===== src/rtl/layer_seq_ctrl.sv =====
// Sequencer for one dense layer: loads N x-words, then runs M rows of N MACs plus bias and ReLU.
// Latency: row 0 result valid N+2 edges after the last x accept, then one row per N+2 cycles.
// Backpressure: x accepted only in LOAD; a held output register stalls the FSM in WRITE/DONE.
module layer_seq_ctrl #(
  parameter int M    = 13,
  parameter int N    = 16,
  parameter int logN = $clog2(N),
  parameter int logM = $clog2(M),
  parameter int logW = $clog2(M*N)
) (
  input  logic            clk,
  input  logic            reset,
  input  logic            s_valid,
  output logic            s_ready,
  output logic            m_valid,
  input  logic            m_ready,
  output logic            wr_en_x,
  output logic [logN-1:0] addr_x,
  output logic [logW-1:0] addr_w,
  output logic [logM-1:0] addr_b,
  output logic            clear_acc,
  output logic            acc_en,
  output logic            wr_en_y,
  output logic            busy
);

  typedef enum logic [2:0] {LOAD, MAC, FLUSH, WRITE, DONE} state_t;

  localparam logic [logN-1:0] K_LAST   = logN'(N-1);
  localparam logic [logM-1:0] ROW_LAST = logM'(M-1);

  state_t          state, state_nxt;
  logic [logN-1:0] ld_ptr, ld_ptr_nxt;
  logic [logN-1:0] k, k_nxt;
  logic [logM-1:0] row, row_nxt;
  logic            out_free;

  // s_ready is gated by reset so no word is offered while the block is held in reset.
  assign s_ready  = reset && (state == LOAD);
  assign wr_en_x  = s_valid && s_ready;
  assign busy     = (state != LOAD);
  assign out_free = !m_valid || m_ready;

  // k parks at N-1 through FLUSH/WRITE, so every address stays in range and holds on a stall.
  assign addr_x = (state == LOAD) ? ld_ptr : k;
  assign addr_b = row;
  assign addr_w = logW'(row) * logW'(N) + logW'(k);

  always_comb begin
    state_nxt  = state;
    ld_ptr_nxt = ld_ptr;
    k_nxt      = k;
    row_nxt    = row;
    wr_en_y    = 1'b0;
    case (state)
      LOAD: begin
        if (wr_en_x) begin
          if (ld_ptr == K_LAST) begin
            ld_ptr_nxt = '0;
            k_nxt      = '0;
            row_nxt    = '0;
            state_nxt  = MAC;
          end else begin
            ld_ptr_nxt = ld_ptr + logN'(1);
          end
        end
      end
      MAC: begin
        if (k == K_LAST) state_nxt = FLUSH;
        else             k_nxt     = k + logN'(1);
      end
      FLUSH: state_nxt = WRITE;
      WRITE: begin
        if (out_free) begin
          wr_en_y = 1'b1;
          k_nxt   = '0;
          if (row == ROW_LAST) begin
            row_nxt   = '0;
            state_nxt = DONE;
          end else begin
            row_nxt   = row + logM'(1);
            state_nxt = MAC;
          end
        end
      end
      DONE: begin
        if (out_free) begin
          ld_ptr_nxt = '0;
          state_nxt  = LOAD;
        end
      end
      default: state_nxt = LOAD;
    endcase
  end

  always_ff @(posedge clk or negedge reset) begin
    if (!reset) begin
      state     <= LOAD;
      ld_ptr    <= '0;
      k         <= '0;
      row       <= '0;
      acc_en    <= 1'b0;
      clear_acc <= 1'b0;
      m_valid   <= 1'b0;
    end else begin
      state     <= state_nxt;
      ld_ptr    <= ld_ptr_nxt;
      k         <= k_nxt;
      row       <= row_nxt;
      // Delayed one cycle to line up with the registered ROM / x-memory read data.
      acc_en    <= (state == MAC);
      clear_acc <= (state == MAC) && (k == '0);
      if (wr_en_y)      m_valid <= 1'b1;
      else if (m_ready) m_valid <= 1'b0;
    end
  end

endmodule


===== config.mk =====
export PLATFORM = sky130hd
export DESIGN_NAME = layer_seq_ctrl
export DESIGN_NICKNAME = d
export VERILOG_FILES = /design/src/rtl/layer_seq_ctrl.sv
export SDC_FILE = /design/constraint.sdc
export NUM_CORES = 1
export LEC_CHECK = 0
export BUFFER_PORTS_ARGS = -buffer_cell sky130_fd_sc_hd__buf_2
export CAP_MARGIN = 20
export CORE_MARGIN = 2
export CORE_UTILIZATION = 50
export CTS_BUF_LIST = sky130_fd_sc_hd__clkbuf_8
export DETAILED_ROUTE_END_ITERATION = 10
export PLACE_DENSITY = 0.73
export RECOVER_POWER = 100
export SYNTH_ARGS = -nofsm -noshare
export SYNTH_HDL_FRONTEND = slang
export SYNTH_SLANG_ARGS = --single-unit
export TNS_END_PERCENT = 10

===== constraint.sdc =====
create_clock -name clk -period 2.3 [get_ports clk]
set_clock_uncertainty 0.2 [all_clocks]
set_input_delay 0 -clock clk [delete_from_list [all_inputs] [get_ports clk]]
set_output_delay 0 -clock clk [all_outputs]
set_load 0.1 [all_outputs]

==> impl_metrics.tcl, run 1 <==
set metrics [dict create \
    outcome "completed" \
    wire_per_inst_um 14.5 \
    endpoint_kind "primary output" \
    tritoncts "yes" \
    cts_sinks 18 \
    synth.top_cells.by_count "dfrtp_1, nand2_1, nor2_1" \
    io_buffers 26 \
    fin_crit_sh 0.929 \
    std_cell_rows 17 \
    fp.dieW_um 51.1 \
    overflow 0 \
    cts-root-buf "clkbuf_8" \
    ioPinCount 27 \
    ff2ff_setup_slack_ps 310 \
    hp-class "input port to async pin" \
    clk_pin_slew_ps 70 \
    via_per_inst 5.75 \
    postRouteWirelength_um 2460 \
    final_antenna_net_count 0 \
    yosys.area.top_type "dfrtp_1" \
    reg2reg_to "addr_b[0]" \
    h-tree-depth 1 \
    fmax_mhz 468 \
    rsz0062_at_grt "false" \
    postSynthAreaPerCell_um2 9.75 \
    cp.arrival_ps 1940 \
    antenna_cells 0 \
    drt_iter0_markers 18 \
    grt_usage 0.212 \
    final_util 0.598 \
    fin_crit_ps 2140 \
    numCtsBuffers 3 \
    synth_cell_type_count 45 \
    start_util 0.517 \
    finalSetupViolations 0 \
    post_cts_buffers 0 \
    critPathLaunchType "register" \
    slew_viol_final 0 \
    async_reset_ff_frac 1.00 \
    yosys.area.top_type_share 0.405 \
    clk_path_buf_depth 2 \
    yosysMostFrequentCell "dfrtp_1" \
    ys_ff_latch 18 \
    finalWorstSetupSlack_ps 162 \
    coreArea_um2 2150 \
    worst_pin_slew_ps 1170 \
    yosys_warnings 0 \
    maxCapViolCount 0 \
    hold_buffers 4 \
    synthTopCellsByArea "dfrtp_1, nand2_1, ha_1, buf_4, o2bb2ai_1" \
    drc 0 \
    die-area_um2 2620 \
    relSlewSlack 0.223 \
    grt_pass1_vias 899 \
    syn_inst 114 \
    drive_gt1_frac 0.183 \
    syn_to_final_growth_pct 15.7 \
    crit_required_ps 2100 \
    first_pass_iters 4 \
    grt_max_degree 13 \
    place_ws_ps 335 \
    crit_chain "nand3b_1 > nor2_2 > clkbuf_2" \
    num_vias 977 \
    final_nets 152 \
    grt_pass1_wl_um 4090 \
    insertion_delay_ps 260 \
    syn-num-nets 123 \
    rr_startpoint "ld_ptr[0]" \
    finalHoldViolations 0 \
    synth-seq-area-share 0.405 \
    synthFlopType "dfrtp_1" \
    place_hpwl_um 1740 \
    syn_area_um2 1110 \
    reg2regPathDepth 5 \
    synth_edf_count 0 \
    die_y_um 51.1 \
    worstSetupPathType "register to primary output" \
    cp_slowest_cell "dfrtp_1" \
    cts_resized 0 \
    antenna_found_initial 0 \
    place_congestion 0.827 \
    crit_path_max_incr_delay_ps 590 \
    crit_path_max_fanout 12 \
]
## worst max-delay path by stage
stage                     startpoint   endpoint  slack, ps  cells after the start
after floorplan                 k[0]  addr_x[0]       -410                      2
after global placement     ld_ptr[0]  addr_b[0]        430                      5
after detailed placement   ld_ptr[0]  addr_b[0]        340                      5
after CTS                   state[1]    wr_en_x        190                      4
after global routing        state[2]    wr_en_x         50                      4
final                       state[1]    wr_en_y        160                      3
## logic make-up (layout without fill, tap and decap cells)
family                     Yosys count  in the layout  share of synthesized area
DFF                                 18             18                      0.405
adders and majority gates            5              5                     0.0563
buffers and inverters               12             40                     0.0687
muxes                                2              2                     0.0191
and+or+nand+nor                     44             44                      0.229
xor gates and xnor gates             1              1                    0.00788
AOI/OAI and AO/OA                   32             32                      0.214
## state kept, by name, summed over array words and instances (netlist names)
name       cells
m_valid        1
state          3
clear_acc      1
ld_ptr         4
addr_b         4
acc_en         1
k              4
## cells in the final DEF, fill, tap and decap left out, types with 2 or more instances in the layout
cell type	count
dfrtp_1	18
nand2_1	17
clkbuf_1	16
clkbuf_2	8
a21oi_1	5
ha_1	5
inv_1	4
nor2_1	4
o2bb2ai_1	4
a31oi_1	4
clkbuf_8	4
dlygate4sd3_1	4
nand2b_1	3
and3_1	3
a22oi_1	3
o21ai_1	2
nor2_2	2
nor4_1	2
or2_2	2
o21ai_0	2
buf_2	2
## final cells by class
cell class | instances | area (um2)
clock buffer | 4 | 55.1
fill | 198 | 863
inverter | 5 | 18.8
multi-input combinational | 84 | 568
sequential | 18 | 450
tap | 28 | 35.0
timing repair buffer | 31 | 158
## metal layers
metal  track usage  vias to the layer above  routed length (um)
met3        0.0263                        3                 122
li1              -                      470                   -
met5             0                        -                   0
met1         0.290                      475                1110
met4         0.122                        0                  36
met2         0.323                       29                1190
## critical path, delay by kind of cell (launching register included)
kind	cells	cell delay, ps
flops	1	590
simple gates	2	590
buf+inv	1	490
## stage by stage
stage	instance area (um2)	cells	TNS [ps]	hold slack, ps
6_report	1280	170	0	80.7
2_1_floorplan	1120	114	-1260	-496
5_1_grt	1280	170	0	124
3_5_place_dp	1230	162	0	-298
4_1_cts	1330	170	0	25.4
3_3_place_gp	1230	162	0	-306
Power of run 1 is not shown: default switching activity piles up to over one toggle a cycle in this logic, so the estimate is an artifact.
==> inputs of run 2 (changes only) <==
- RECOVER_POWER: 100 -> 50
==> impl_metrics.tcl, run 2 (synthesized netlist as in run 1, its figures left out) <==
set metrics [dict create \
    cts_resized 0 \
    maxCapViolCount 0 \
    start_util 0.517 \
    critPathLaunchType "register" \
    place_congestion 0.827 \
    final_nets 152 \
    clk_pin_slew_ps 70 \
    hp-class "input port to async pin" \
    antenna_found_initial 0 \
    fin_crit_sh 0.918 \
    coreArea_um2 2150 \
    crit_path_max_fanout 12 \
    crit_required_ps 2100 \
    grt_usage 0.212 \
    tritoncts "yes" \
    antenna_cells 0 \
    rr_startpoint "ld_ptr[0]" \
    num_vias 982 \
    rsz0062_at_grt "false" \
    numCtsBuffers 3 \
    fmax_mhz 474 \
    worst_pin_slew_ps 1170 \
    finalSetupViolations 0 \
    die-area_um2 2620 \
    finalHoldViolations 0 \
    postRouteWirelength_um 2460 \
    finalWorstSetupSlack_ps 190 \
    drt_iter0_markers 21 \
    insertion_delay_ps 260 \
    relSlewSlack 0.222 \
    reg2reg_to "addr_b[0]" \
    slew_viol_final 0 \
    dpl_cell_area_um2 1230 \
    place_hpwl_um 1740 \
    ioPinCount 27 \
    fill_cells 195 \
    grt_max_degree 13 \
    outcome "completed" \
    grt_pass1_wl_um 4090 \
    seq_area_um2 450 \
    grt_pass1_vias 899 \
    drive_gt1_frac 0.204 \
    fp.dieW_um 51.1 \
    first_pass_iters 7 \
    io_buffers 26 \
    drc 0 \
    h-tree-depth 1 \
    final_antenna_net_count 0 \
    layout_commonest_cell "dfrtp_1" \
    place_ws_ps 335 \
    std_cell_rows 17 \
    stdcell_area_um2 1300 \
    worstSetupPathType "register to primary output" \
    final_cell_mix "dfrtp_1, nand2_1, clkbuf_1" \
    clk_path_buf_depth 2 \
    via_per_inst 5.78 \
    die_y_um 51.1 \
    cts-root-buf "clkbuf_8" \
    fin_crit_ps 2110 \
    holdWs_ps 82.8 \
    endpoint_kind "primary output" \
    ff2ff_setup_slack_ps 290 \
    overflow 0 \
    multi_input_area_um2 581 \
    reg2regPathDepth 5 \
    syn_to_final_growth_pct 16.8 \
    cts_sinks 18 \
    cp.arrival_ps 1910 \
    wire_per_inst_um 14.4 \
]
## run 2: stage by stage
step / setup TNS [ps] / util / std cells
2_1_floorplan: -1260 / - / 114
3_3_place_gp: 0 / 0.575 / 162
3_5_place_dp: 0 / 0.575 / 162
4_1_cts: 0 / 0.619 / 170
5_1_grt: 0 / 0.604 / 170
6_report: 0 / 0.604 / 170
## run 2: worst max-delay path by stage
| stage | from | endpoint | slack (ps) | cells after the start |
|---|---|---|---|---|
| 6_report | state[2] | wr_en_x | 190 | 4 |
| 5_1_grt | state[2] | wr_en_x | 60 | 4 |
| 4_1_cts | state[1] | wr_en_x | 190 | 4 |
| 3_5_place_dp | ld_ptr[0] | addr_b[0] | 340 | 5 |
| 3_3_place_gp | ld_ptr[0] | addr_b[0] | 430 | 5 |
| 2_1_floorplan | k[0] | addr_x[0] | -410 | 2 |
## run 2: area by class of cell
type	instances	share of cell area
flip-flops and latches	18	0.347
inverters	5	0.0145
repair buffers	31	0.122
well taps	28	0.0270
clock buffers	4	0.0424
multi-input cells	84	0.447
## run 2: what timing repair did
action                    in CTS  in global routing
hold endpoints to repair      20                  0
hold buffers                   4                  0
buffers inserted               0                  0
## run 2: worst max-delay path: stages (launching register included)
cell and delay [ps]:
dfrtp_1 530, nor3_4 450, inv_2 110, nor2_2 130, buf_2 430
## run 2: routing by layer
layer,track usage,vias to the layer above,share of wire
met5,0,-,0
met3,0.0263,5,0.054
met2,0.323,41,0.47
li1,-,471,-
met1,0.290,465,0.46
met4,0.122,0,0.021
Power of run 2 is left out for the same reason.
